### config.mk
export PLATFORM = sky130hd
export DESIGN_NAME = comp16_seq_flat
export DESIGN_NICKNAME = d
export VERILOG_FILES = /design/src/rtl/comp_pkg.sv /design/src/rtl/comp16_seq_if.sv /design/src/rtl/comp4.sv /design/src/rtl/comp16_seq.sv /design/src/flat_wrapper.sv
export SDC_FILE = /design/constraint.sdc
export NUM_CORES = 1
export LEC_CHECK = 0
export ABC_CLOCK_PERIOD_IN_PS = 4650
export CAP_MARGIN = 20
export CELL_PAD_IN_SITES_DETAIL_PLACEMENT = 1
export CELL_PAD_IN_SITES_GLOBAL_PLACEMENT = 1
export CORE_MARGIN = 2
export CORE_UTILIZATION = 43
export DETAILED_ROUTE_END_ITERATION = 8
export HOLD_SLACK_MARGIN = 0.03
export PLACE_DENSITY = 0.95
export SLEW_MARGIN = 20
export SYNTH_ARGS = -nofsm -noshare
export SYNTH_HDL_FRONTEND = slang
export SYNTH_SLANG_ARGS = --single-unit
### constraint.sdc
create_clock -name clk -period 4.65 [get_ports clk]
set_clock_uncertainty 0.1 [all_clocks]
set_input_delay 1.395 -clock clk [delete_from_list [all_inputs] [get_ports clk]]
set_output_delay 1.395 -clock clk [all_outputs]
set_load 0.05 [all_outputs]
### src/rtl/comp_pkg.sv
// Shared definitions for the sequential nibble comparator: state encoding,
// nibble width and the result code consumed by the ALU16 flag logic.
package comp_pkg;

    localparam int unsigned NIB_W = 4;

    typedef enum logic {
        ST_IDLE = 1'b0,
        ST_CMP  = 1'b1
    } state_t;

    // Result code; RES_NONE marks an empty first-difference register.
    typedef enum logic [1:0] {
        RES_NONE = 2'd0,
        RES_LT   = 2'd1,
        RES_EQ   = 2'd2,
        RES_GT   = 2'd3
    } res_t;

    // Expand a result code into the {lt, eq, gt} flag triple.
    function automatic logic [2:0] res_flags(input res_t r);
        logic [2:0] f;
        f = 3'b000;
        case (r)
            RES_LT:  f = 3'b100;
            RES_EQ:  f = 3'b010;
            RES_GT:  f = 3'b001;
            default: f = 3'b000;
        endcase
        return f;
    endfunction

endpackage

### src/rtl/comp16_seq_if.sv
// Compare request/result bundle between the ALU16 control unit (master)
// and the sequential comparator (slave).
//   start, signed_mode, a, b : request, sampled while the comparator is idle
//   busy, done, lt, eq, gt   : status and registered result flags
interface comp16_seq_if #(
    parameter int unsigned WIDTH = 16
);
    logic             start;
    logic             signed_mode;
    logic [WIDTH-1:0] a;
    logic [WIDTH-1:0] b;
    logic             busy;
    logic             done;
    logic             lt;
    logic             eq;
    logic             gt;

    modport master (
        output start, signed_mode, a, b,
        input  busy, done, lt, eq, gt
    );

    modport slave (
        input  start, signed_mode, a, b,
        output busy, done, lt, eq, gt
    );
endinterface

### src/rtl/comp4.sv
// Combinational 4-bit unsigned magnitude comparator slice.
//   a, b       : 4-bit operands
//   eq, gt, lt : a == b, a > b, a < b
module comp4 (
    input  logic [3:0] a,
    input  logic [3:0] b,
    output logic       eq,
    output logic       gt,
    output logic       lt
);
    assign eq = (a == b);
    assign gt = (a > b);
    assign lt = (a < b);
endmodule

### src/rtl/comp16_seq.sv
// Sequential WIDTH-bit magnitude comparator that time-shares one comp4 slice
// across the operand nibbles, most-significant nibble first.
//   clk, rst_n : clock, asynchronous active-low reset
//   bus        : slave side of comp16_seq_if (start/signed_mode/a/b in,
//                busy/done/lt/eq/gt out, all outputs registered)
module comp16_seq
    import comp_pkg::*;
#(
    parameter int unsigned WIDTH      = 16,
    parameter bit          EARLY_EXIT = 1'b1
) (
    input  logic          clk,
    input  logic          rst_n,
    comp16_seq_if.slave   bus
);

    localparam int unsigned NIBS  = WIDTH / NIB_W;
    localparam int unsigned IDX_W = (NIBS > 1) ? $clog2(NIBS) : 1;

    state_t           state;
    logic [WIDTH-1:0] op_a;
    logic [WIDTH-1:0] op_b;
    logic [IDX_W-1:0] idx;
    res_t             sticky;
    logic             busy_q;
    logic             done_q;
    logic             lt_q;
    logic             eq_q;
    logic             gt_q;

    logic [NIB_W-1:0] nib_a_c;
    logic [NIB_W-1:0] nib_b_c;
    logic             slice_eq_c;
    logic             slice_gt_c;
    logic             slice_lt_c;
    logic             decide_c;
    res_t             final_c;

    // Operand nibble mux selected by the running index.
    always_comb begin
        nib_a_c = '0;
        nib_b_c = '0;
        for (int unsigned i = 0; i < NIBS; i++) begin
            if (IDX_W'(i) == idx) begin
                nib_a_c = op_a[i*NIB_W +: NIB_W];
                nib_b_c = op_b[i*NIB_W +: NIB_W];
            end
        end
    end

    comp4 u_comp4 (
        .a  (nib_a_c),
        .b  (nib_b_c),
        .eq (slice_eq_c),
        .gt (slice_gt_c),
        .lt (slice_lt_c)
    );

    // Decide whether this cycle finishes the compare and with which result;
    // an earlier recorded difference always outranks the current slice.
    always_comb begin
        decide_c = 1'b0;
        final_c  = RES_EQ;
        if (state == ST_CMP) begin
            if (!slice_eq_c && (EARLY_EXIT || idx == '0)) begin
                decide_c = 1'b1;
                if (sticky != RES_NONE) begin
                    final_c = sticky;
                end else begin
                    final_c = slice_gt_c ? RES_GT : RES_LT;
                end
            end else if (slice_eq_c && idx == '0) begin
                decide_c = 1'b1;
                final_c  = (sticky != RES_NONE) ? sticky : RES_EQ;
            end
        end
    end

    // FSM, index counter, operand and result registers.
    always_ff @(posedge clk or negedge rst_n) begin
        if (!rst_n) begin
            state  <= ST_IDLE;
            op_a   <= '0;
            op_b   <= '0;
            idx    <= '0;
            sticky <= RES_NONE;
            busy_q <= 1'b0;
            done_q <= 1'b0;
            lt_q   <= 1'b0;
            eq_q   <= 1'b0;
            gt_q   <= 1'b0;
        end else begin
            done_q <= 1'b0;
            case (state)
                ST_IDLE: begin
                    if (bus.start) begin
                        // Flipping the sign bits maps two's-complement order onto unsigned order.
                        op_a   <= {bus.a[WIDTH-1] ^ bus.signed_mode, bus.a[WIDTH-2:0]};
                        op_b   <= {bus.b[WIDTH-1] ^ bus.signed_mode, bus.b[WIDTH-2:0]};
                        idx    <= IDX_W'(NIBS - 1);
                        sticky <= RES_NONE;
                        busy_q <= 1'b1;
                        state  <= ST_CMP;
                    end
                end
                ST_CMP: begin
                    if (decide_c) begin
                        {lt_q, eq_q, gt_q} <= res_flags(final_c);
                        done_q <= 1'b1;
                        busy_q <= 1'b0;
                        state  <= ST_IDLE;
                    end else begin
                        if (!slice_eq_c && sticky == RES_NONE) begin
                            sticky <= slice_gt_c ? RES_GT : RES_LT;
                        end
                        idx <= idx - IDX_W'(1);
                    end
                end
                default: state <= ST_IDLE;
            endcase
        end
    end

    assign bus.busy = busy_q;
    assign bus.done = done_q;
    assign bus.lt   = lt_q;
    assign bus.eq   = eq_q;
    assign bus.gt   = gt_q;

endmodule
### src/flat_wrapper.sv
// flat-port wrapper written by rule: the top's interface ports become plain ports
module comp16_seq_flat import comp_pkg::*;
#(
    parameter int unsigned WIDTH      = 16,
    parameter bit          EARLY_EXIT = 1'b1
)
  (clk, rst_n, bus_start, bus_signed_mode, bus_a, bus_b, bus_busy, bus_done, bus_lt, bus_eq, bus_gt);
  comp16_seq_if #(.WIDTH(WIDTH)) bus_i ();
  input  logic clk;
  input  logic rst_n;
  input wire logic [$bits(bus_i.start)-1:0] bus_start;
  input wire logic [$bits(bus_i.signed_mode)-1:0] bus_signed_mode;
  input wire logic [$bits(bus_i.a)-1:0] bus_a;
  input wire logic [$bits(bus_i.b)-1:0] bus_b;
  output wire logic [$bits(bus_i.busy)-1:0] bus_busy;
  output wire logic [$bits(bus_i.done)-1:0] bus_done;
  output wire logic [$bits(bus_i.lt)-1:0] bus_lt;
  output wire logic [$bits(bus_i.eq)-1:0] bus_eq;
  output wire logic [$bits(bus_i.gt)-1:0] bus_gt;
  assign bus_i.start = bus_start;
  assign bus_i.signed_mode = bus_signed_mode;
  assign bus_i.a = bus_a;
  assign bus_i.b = bus_b;
  assign bus_busy = bus_i.busy;
  assign bus_done = bus_i.done;
  assign bus_lt = bus_i.lt;
  assign bus_eq = bus_i.eq;
  assign bus_gt = bus_i.gt;
  comp16_seq #(.WIDTH(WIDTH), .EARLY_EXIT(EARLY_EXIT)) u_core (.clk(clk), .rst_n(rst_n), .bus(bus_i));
endmodule
# Yosys cells after proc, flatten, opt, wreduce, memory -nomap -nowiden
# Cells that the tools add are included.
totals:
  input_bits: 36
  output_inout_bits: 5
  regBits: 42
  word_cells: 70
classes:
  order_cmp: 1
  bitwise_logic: 3
  eq_ne: 11
  n_reduce_logical: 11
  addsub: 1
  n_mux: 33
op_table:
  columns: ["cell", "count"]
  rows:
  - ["$mux 4", 8]
  - ["$mux 2", 11]
  - ["$mux 1", 9]
  - ["$pmux 3 s3", 1]
  - ["$ne 2x2->1 const B", 4]
  - ["$pmux 2 s2", 2]
  - ["$reduce_and 2->1", 4]
  - ["$eq 2x2->1 const A", 2]
  - ["$eq 2x2->1 const B", 2]
  - ["$eq 4x4->1", 1]
  - ["$gt 4x4->1", 1]
  - ["$logic_not 2->1", 2]
  - ["$pmux 1 s2", 2]
  - ["$reduce_and 3->1", 1]
  - ["$eq 1x2->1 const A", 1]
  - ["$eq 2x1->1 const B", 1]
  - ["$logic_and 1x1->1", 2]
  - ["$reduce_bool 2->1", 1]
  - ["$sub 2x1->2 const B", 1]
  - ["$xor 1x1->1", 2]
  - ["$logic_not 1->1", 1]
  - ["$not 1->1", 1]

# Depth between registers and ports, before layout
# Gate-level depths: netlist of run 1.
depth:
  depth_word: 12
  ltp_mapped: 13
  depth_no_buf: 11

# By module
# Synthesis of run 1 repeated with hierarchy kept, for this count alone.
hier_totals:
  hier_cells: 167
  area_unflattened_um2: 2053.2
by_module_without_submodules:
  columns: ["module", "instances", "area_each_um2", "cells_per_inst"]
  rows:
  - ["comp16_seq", 1, 1924.3, 151]
  - ["comp4", 1, 128.9, 16]

# Least setup slack after synthesis of run 1
# Ideal clock, no wire load.
synth_path:
  path_kind: "reg2reg"
  startpoint: "register u_core.idx[0]"
  endpoint: "register u_core.lt_q (netlist: u_core.bus.lt)"
  slack_ns: 1.929
  setup_ns: 0.137
  required_time_ns: 4.413
  stages_incl_launch_ff: 13
  path_buffers: 2
  t_arrival_ns: 2.484
  path_cell_list: "dfrtp_1 -> ha_1 -> buf_2 -> nor2b_1 -> clkbuf_1 -> a221oi_1 -> nor3_1 -> a21oi_1 -> ha_1 -> nand4_2 -> or2_0 -> a222oi_1 -> o21ai_0"
synth_via:
  elab_chain_cells: 12
  word_cells_on_any_way: 28
synth_rtl:
  columns: ["element", "line_no", "text"]
  rows:
  - ["start: declaration", "comp16_seq.sv:23", "logic [IDX_W-1:0] idx;"]
  - ["start signal: assignment", "comp16_seq.sv:100", "idx <= IDX_W'(NIBS - 1);"]
  - ["start signal: assignment", "comp16_seq.sv:116", "idx <= idx - IDX_W'(1);"]
  - ["$logic_not 2->1", "comp16_seq.sv:44, comp16_seq.sv:72", null]
  - ["$mux 4 (4 in a row)", "comp16_seq.sv:44", "if (IDX_W'(i) == idx) begin"]
  - ["$gt 4x4->1 / $eq 4x4->1 (equally long branches)", "comp4.sv:12, comp4.sv:11", null]
  - ["$mux 2 / $logic_and 1x1->1 (equally long branches)", "comp16_seq.sv:70, comp16_seq.sv:72", null]
  - ["$mux 2, on equally long branches", "comp16_seq.sv:67, comp16_seq.sv:72", null]
  - ["$mux 2", "comp16_seq.sv:65", "if (!slice_eq_c && (EARLY_EXIT || idx == '0)) begin"]
  - ["$mux 2", "comp16_seq.sv:64", "if (state == ST_CMP) begin"]
  - ["$eq 2x2->1 / $eq 2x1->1 (equally long branches)", "comp_pkg.sv:24", "case (r)"]
  - ["$pmux 3 s3", "comp_pkg.sv:24", null]
  - ["end signal: assignment", "comp16_seq.sv:108", "{lt_q, eq_q, gt_q} <= res_flags(final_c);"]
  - ["end: declaration", "comp16_seq.sv:27", "logic lt_q;"]
# Several ways; a longest one is shown, not always the timed one.
# A chain may end at the register's enable or synchronous reset.

# Worst setup path in the final report of run 1
layout_path:
  startpoint: "register u_core.idx[1]"
  endpoint: "register u_core.idx[1]"
layout_via:
  elab_chain_cells: 12
  word_cells_on_any_way: 22
layout_rtl:
  columns: ["element", "line_no", "text"]
  rows:
  - ["$logic_not 2->1", "comp16_seq.sv:44, comp16_seq.sv:72", null]
  - ["$mux 4 (4 in a row)", "comp16_seq.sv:44", null]
  - ["$eq 4x4->1", "comp4.sv:11", "assign eq = (a == b);"]
  - ["$logic_and 1x1->1", "comp16_seq.sv:72", "end else if (slice_eq_c && idx == '0) begin"]
  - ["$mux 1", "comp16_seq.sv:72", null]
  - ["$mux 1", "comp16_seq.sv:65", null]
  - ["$mux 1", "comp16_seq.sv:64", null]
  - ["$ne 2x2->1 (no source line)", null, null]
  - ["$reduce_and 2->1 (no source line)", null, null]
# Several ways; a longest one is shown, not always the timed one. The select of a mux whose other input is x is not followed.

==> results of run 1 <==
[sequential cells by signal (all words and copies together), names as in the netlist]
name / flops
u_core.idx: 2
u_core.bus.lt: 1
u_core.op_b: 16
u_core.bus.busy: 1
u_core.sticky: 2
u_core.bus.done: 1
u_core.bus.eq: 1
u_core.op_a: 16
u_core.state: 1
u_core.bus.gt: 1
[stage by stage]
step	cell area, µm²	utilization (%)	setup WS, ns
floorplan	1960	-	1.93
global placement	2390	54.6	1.66
detailed placement	2390	54.6	1.42
CTS	2500	57.1	1.31
global route	2500	57.1	0.991
finish	2500	57.1	1.32
[layer usage]
| metal | share of wire [%] | wire length, µm |
|---|---|---|
| met5 | 0 | 0 |
| met4 | 1.7 | 75 |
| met3 | 4.0 | 177 |
| met2 | 51 | 2280 |
| met1 | 43 | 1890 |
[worst min path at each step]
stage,to,slack [ns],startpoint,cells past startpoint
2_1_floorplan,u_core.sticky[1]$_DFFE_PN0P_,0.37,u_core.sticky[1]$_DFFE_PN0P_,2
3_3_place_gp,u_core.bus.busy$_DFFE_PN0P_,0.36,u_core.bus.busy$_DFFE_PN0P_,1
3_5_place_dp,u_core.bus.busy$_DFFE_PN0P_,0.38,u_core.bus.busy$_DFFE_PN0P_,1
4_1_cts,u_core.bus.busy$_DFFE_PN0P_,0.40,u_core.bus.busy$_DFFE_PN0P_,1
5_1_grt,u_core.bus.busy$_DFFE_PN0P_,0.41,u_core.bus.busy$_DFFE_PN0P_,1
6_report,u_core.bus.busy$_DFFE_PN0P_,0.39,u_core.bus.busy$_DFFE_PN0P_,1
[cell type report]
class,count,share of cell area (%)
flip-flops and latches,42,42.0
multi-input cells,102,33.9
repair buffers,41,16.1
clock buffers,5,2.75
well taps,52,2.60
clock inverters,3,1.60
inverters,7,1.05
[power groups by stage]
stage               Sequential [mW]  Clock [mW]  Combinational [mW]
CTS                           0.584       0.289               0.531
global placement              0.583           0               0.497
finish                        0.581       0.282               0.524
global route                  0.599       0.305               0.577
detailed placement            0.591           0               0.522
floorplan                     0.627           0               0.308
[Yosys cell counts]
cell	instances	area share, %
o21a_1	1	0.38
a222oi_1	1	0.51
o21ai_0	4	1.0
inv_1	7	1.3
nor2_1	3	0.58
mux2i_1	2	1.0
nor3b_1	1	0.38
ha_1	8	5.1
nand2_1	6	1.2
o21ai_1	1	0.26
nor3_1	6	1.5
a21o_1	1	0.38
o31ai_1	4	1.5
nand4_2	1	0.64
mux2_2	31	18
xnor2_1	2	0.89
a221oi_1	7	3.1
nor2b_1	10	3.2
nand3_1	1	0.26
and3b_1	1	0.45
dfrtp_1	42	54
or2_0	1	0.32
or2_2	1	0.32
clkbuf_1	4	0.77
buf_2	4	1.0
a21oi_1	9	2.3
[logic make-up (layout without fill, tap and decap cells)]
kind of cell               Yosys count  count (layout)  share of synthesized area, %
AOI/OAI and AO/OA                   28              28                          9.52
DFF                                 42              42                          53.7
adders and majority gates            8               8                          5.11
muxes                               33              33                          18.8
and+or+nand+nor                     31              31                          8.82
buffers and inverters               15              56                          3.13
xor gates and xnor gates             2               2                         0.895
==> run_results.csv, run 1 <==
group,metric,value,unit
critical_path,cp_num_buf_inv,1,
critical_path,r2r_cells,11,
critical_path,cp-startpoint,"u_core.idx[1]$_DFFE_PN0P_",
synthesis,synth_cell_types,26,
detailed_routing,avgViaCountPerCell,5.46,
critical_path,worst_setup_path_start_kind,"flop",
place,portBuffers,40,
critical_path,reg2reg_to,"u_core.idx[1]$_DFFE_PN0P_",
detailed_routing,drtPass1Iterations,4,
floorplan,io_pins,41,
power,p_total,1.39,mW
sta,tightest_slew,0.919,ns
sta,finalMaxSlewViolations,0,
grt,top_usage_layer,"met2",
critical_path,critPathMaxFanout,10,
sta,min_period_over_period,71.6,%
sta,finalHoldViolCount,0,
sta,min_period,3.33,ns
critical_path,reg2reg_slack,1.32,ns
grt,gr-total-overflow,0,
detailed_routing,wirelength,4.42,mm
grt,grt_pass1_wl,7.45,mm
sta,fmax,300,MHz
floorplan,die-area,5110,µm²
power,p_sw_share,34.5,%
cts,post_cts_buffers,0,
place,dp_hpwl,3.14,mm
sta,setup-violations-final,0,
power,p_comb_share,37.8,%
sta,slew-limit-headroom,38.8,%
finish,n_antenna_cell,0,
cts,cts_buffers,5,
finish,multi_input_area,848,µm²
power,internal_power,0.908,mW
synthesis,syn_area,1960,µm²
power,peakVddDrop,0.000238,V
place,dp.cells,244,
power,power_switching,0.479,mW
grt,grt_pass1_vias,1534,
grt,met2_usage,33.4,%
synthesis,netlist_instances,159,
critical_path,crit_arrival,3.45,ns
critical_path,path_cells,"inv_1 -> ha_1 -> nor2b_1 -> a221oi_1 -> nor3_1 -> a21oi_1 -> ha_1 -> nand4_2 -> nor3b_1 -> nor3_1 -> a21oi_1",
sta,grt_setup_unrepaired,"false",
cts,htreeDepth,2,
detailed_routing,routed-via-count,1376,
power,power_density,554,nW/µm²
synthesis,synth_nets,203,
critical_path,cp-endpoint,"u_core.idx[1]$_DFFE_PN0P_",
cts,cts_resized,0,
worst_hold_path,worstHoldPathType,"flop to flop",
place,place_congestion,0.754,
detailed_routing,route.detailed.drc,0,
finish,final_common_cell,"dfrtp_1",
detailed_routing,drtIter0Drc,29,
cts,tritoncts,"yes",
finish,layout.area.seq,1050,µm²
synthesis,syn_avg_cell_area,12.3,µm²
cts,cts_hold_buf,0,
floorplan,rows,24,
cts,path_clk_slew,0.08,ns
grt,use_met1,23.8,%
grt,antenna_found_initial,0,
critical_path,end_kind,"flop",
critical_path,r2r-start,"u_core.idx[1]$_DFFE_PN0P_",
critical_path,critPathRequiredTime,4.77,ns
sta,hold_slack,0.387,ns
floorplan,fp.dieH,71.5,µm
job,timing.max_cap.violations,0,
run_status,status,"completed",
finish,layout_common_cells,"dfrtp_1, clkdlybuf4s50_1, mux2_2",
finish,instances_no_fill,252,
cts,clock_latency,0.29,ns
detailed_routing,wl_per_cell,17.6,µm
cts,clock_path_buffers,2,
finish,nNetsFinal,243,
synthesis,yosysWarnings,0,
finish,fillerInstances,453,
power,seq_power_share,41.9,%
detailed_routing,antenna_left,0,
finish,drive_gt1_share,22.0,%
floorplan,dieWidth,71.5,µm
power,clkPwrFrac,20.3,%
synthesis,ys_seq_area_share,53.7,%
sta,final.setup.tns,0,ns
critical_path,crit_family,"simple AND/OR/NAND/NOR gates",
grt,grt_max_degree,43,
critical_path,slowest_delay,0.59,ns
cts,clock-sinks,42,
grt,gr-usage-met3,4.50,%
critical_path,critPathKind,"flop to flop",
power,p_leak,1.07,nW
finish,syn_to_final_growth,27.8,%
floorplan,start_util,44.7,%
synthesis,ys_seq_elements,42,
floorplan,coreArea,4380,µm²
grt,groute.usage.overall,19.3,%
cts,cts_root_buffer,"clkbuf_8",
critical_path,critical_path_depth,11,
critical_path,critPathSlowestCell,"nor3b_1",
No activity file was read; power rests on OpenSTA's default activity.
==> run 2, diff against run 1 <==
--- a/config.mk
+++ b/config.mk
@@ -5,15 +5,15 @@
 export SDC_FILE = /design/constraint.sdc
 export NUM_CORES = 1
 export LEC_CHECK = 0
-export ABC_CLOCK_PERIOD_IN_PS = 4650
+export ABC_CLOCK_PERIOD_IN_PS = 3180
 export CAP_MARGIN = 20
 export CELL_PAD_IN_SITES_DETAIL_PLACEMENT = 1
 export CELL_PAD_IN_SITES_GLOBAL_PLACEMENT = 1
 export CORE_MARGIN = 2
-export CORE_UTILIZATION = 43
+export CORE_UTILIZATION = 40
 export DETAILED_ROUTE_END_ITERATION = 8
 export HOLD_SLACK_MARGIN = 0.03
-export PLACE_DENSITY = 0.95
+export PLACE_DENSITY = 0.91
 export SLEW_MARGIN = 20
 export SYNTH_ARGS = -nofsm -noshare
 export SYNTH_HDL_FRONTEND = slang
==> constraint.sdc (replaced) <==
create_clock -name clk -period 3.18 [get_ports clk]
set_clock_uncertainty 0.1 [all_clocks]
set_input_delay 0.954 -clock clk [delete_from_list [all_inputs] [get_ports clk]]
set_output_delay 0.954 -clock clk [all_outputs]
set_load 0.05 [all_outputs]
==> run_results.csv, run 2 (synthesis results as in run 1) <==
group,metric,value,unit
cts,post_cts_buffers,0,
power,seq_power_share,42.4,%
power,p_comb_share,38.5,%
grt,gr-total-overflow,0,
critical_path,r2r-start,"u_core.idx[0]$_DFFE_PN0P_",
place,place_congestion,0.801,
grt,grt_pass1_wl,7.51,mm
power,p_sw_share,34.7,%
finish,instances_no_fill,268,
power,p_leak,1.07,nW
finish,nNetsFinal,244,
critical_path,critPathKind,"flop to flop",
critical_path,end_kind,"flop",
critical_path,reg2reg_to,"u_core.bus.lt$_DFFE_PN0P_",
detailed_routing,drtPass1Iterations,4,
grt,grt_pass1_vias,1513,
job,timing.max_cap.violations,0,
detailed_routing,avgViaCountPerCell,5.19,
sta,fmax,340,MHz
critical_path,slowest_delay,0.44,ns
place,portBuffers,40,
floorplan,die-area,5470,µm²
finish,utilization,54.2,%
finish,final_common_cell,"dfrtp_1",
place,dp_hpwl,3.29,mm
power,power_density,795,nW/µm²
power,peakVddDrop,0.000416,V
cts,htreeDepth,2,
cts,clock-sinks,42,
worst_hold_path,hold_end,"u_core.bus.busy$_DFFE_PN0P_",
critical_path,critPathRequiredTime,3.24,ns
critical_path,crit_arrival,3.00,ns
grt,grt_max_degree,43,
sta,setup-violations-final,0,
worst_hold_path,worstHoldPathType,"flop to flop",
place,dp.cells,260,
cts,path_clk_slew,0.08,ns
floorplan,start_util,41.5,%
finish,layout_common_cells,"dfrtp_1, clkdlybuf4s50_1, mux2_2",
finish,syn_to_final_growth,30.7,%
worst_hold_path,hp-start,"u_core.bus.busy$_DFFE_PN0P_",
detailed_routing,wl_per_cell,16.3,µm
run_status,status,"completed",
power,internal_power,1.33,mW
floorplan,rows,25,
critical_path,worst_setup_path_start_kind,"flop",
detailed_routing,route.detailed.drc,0,
detailed_routing,wirelength,4.36,mm
power,power_switching,0.705,mW
sta,finalMaxSlewViolations,0,
finish,drive_gt1_share,25.4,%
detailed_routing,routed-via-count,1390,
sta,min_period,2.94,ns
cts,clock_latency,0.29,ns
finish,reg_top3,"u_core.op_a: 16 flops, u_core.op_b: 16 flops",
critical_path,path_cells,"inv_1 -> ha_2 -> nor2b_4 -> a221oi_1 -> nor3_1 -> a21oi_1 -> ha_1 -> nand4_2 -> or2_0 -> a222oi_1 -> o21ai_0",
cts,cts_root_buffer,"clkbuf_8",
place,place_ws,0.109,ns
floorplan,dieWidth,74.0,µm
critical_path,critPathMaxFanout,7,
grt,groute.usage.overall,18.4,%
sta,min_period_over_period,92.5,%
floorplan,coreArea,4720,µm²
sta,slew-limit-headroom,38.4,%
floorplan,fp.dieH,74.0,µm
detailed_routing,drtIter0Drc,54,
cts,clock_path_buffers,2,
cts,cts_buffers,5,
sta,finalWorstSetupSlack,0.239,ns
power,p_total,2.03,mW
cts,tritoncts,"yes",
sta,tightest_slew,0.923,ns
critical_path,r2r_cells,11,
worst_hold_path,hold_depth,1,
detailed_routing,antenna_left,0,
grt,antenna_found_initial,0,
floorplan,io_pins,41,
power,clkPwrFrac,19.1,%
critical_path,reg2reg_slack,0.24,ns
sta,finalHoldViolCount,0,
critical_path,critPathSlowestCell,"dfrtp_1",
finish,n_antenna_cell,0,
-- run 2: cell types whose count changed in the layout (fill, tap and decap cells not counted), moves of 2 or more --
cell,before,now
clkbuf_8,5,8
clkinv_2,2,0
ha_1,8,5
ha_2,0,3
nor2b_4,0,2
-- run 2: worst max-delay path by stage --
| stage | start | endpoint | slack [ns] | depth (start not counted) |
|---|---|---|---|---|
| finish | u_core.idx[0]$_DFFE_PN0P_ | u_core.bus.lt$_DFFE_PN0P_ | 0.24 | 11 |
| global route | u_core.idx[0]$_DFFE_PN0P_ | u_core.bus.lt$_DFFE_PN0P_ | -0.02 | 11 |
| floorplan | u_core.idx[0]$_DFFE_PN0P_ | u_core.bus.lt$_DFFE_PN0P_ | 0.46 | 12 |
| CTS | u_core.idx[0]$_DFFE_PN0P_ | u_core.bus.lt$_DFFE_PN0P_ | 0.14 | 11 |
| detailed placement | u_core.idx[0]$_DFFE_PN0P_ | u_core.bus.lt$_DFFE_PN0P_ | 0.11 | 11 |
| global placement | u_core.idx[1]$_DFFE_PN0P_ | u_core.bus.lt$_DFFE_PN0P_ | 0.28 | 11 |
-- run 2: routing by layer --
layer	vias to the layer above	wire length [µm]	GRT usage, %
met2	35	2240	31.7
met1	699	1930	23.6
li1	651	-	-
met4	0	46	4.85
met3	5	146	3.79
met5	-	0	0
-- run 2: stage by stage --
step / area [µm²] / TNS, ns / hold slack, ns
6_report: 2560 / 0 / 0.378
3_3_place_gp: 2420 / 0 / 0.361
5_1_grt: 2560 / -0.0162 / 0.414
3_5_place_dp: 2420 / 0 / 0.371
4_1_cts: 2540 / 0 / 0.387
2_1_floorplan: 1960 / 0 / 0.372
-- run 2: layout make-up --
class	instances	area, µm²
Tap cell	67	83.8
Timing Repair Buffer	42	410
Multi-Input combinational cell	102	877
Sequential cell	42	1050
Inverter	7	26.3
Clock buffer	8	110
Fill cell	481	2160
-- run 2: power by group through the flow --
stage	registers [mW]	clock network, mW	logic, mW
global route	0.885	0.421	0.866
CTS	0.862	0.399	0.786
floorplan	0.917	0	0.451
detailed placement	0.871	0	0.771
finish	0.863	0.387	0.783
global placement	0.856	0	0.732
-- run 2: worst max-delay path: cells and delay by family (launching register included) --
kind            cells  cell delay (ns)
compound gates      4             0.72
fa+ha+maj           2             0.60
buf+inv             1             0.12
flops               1             0.44
simple gates        4             0.85
-- run 2: repair_timing --
| action | 4_1_cts | 5_1_grt |
|---|---|---|
| resized for setup | 2 | 5 |
| hold buffers | 0 | 0 |
| pin swaps | 0 | 1 |
| endpoints found under the setup margin | 1 | 3 |
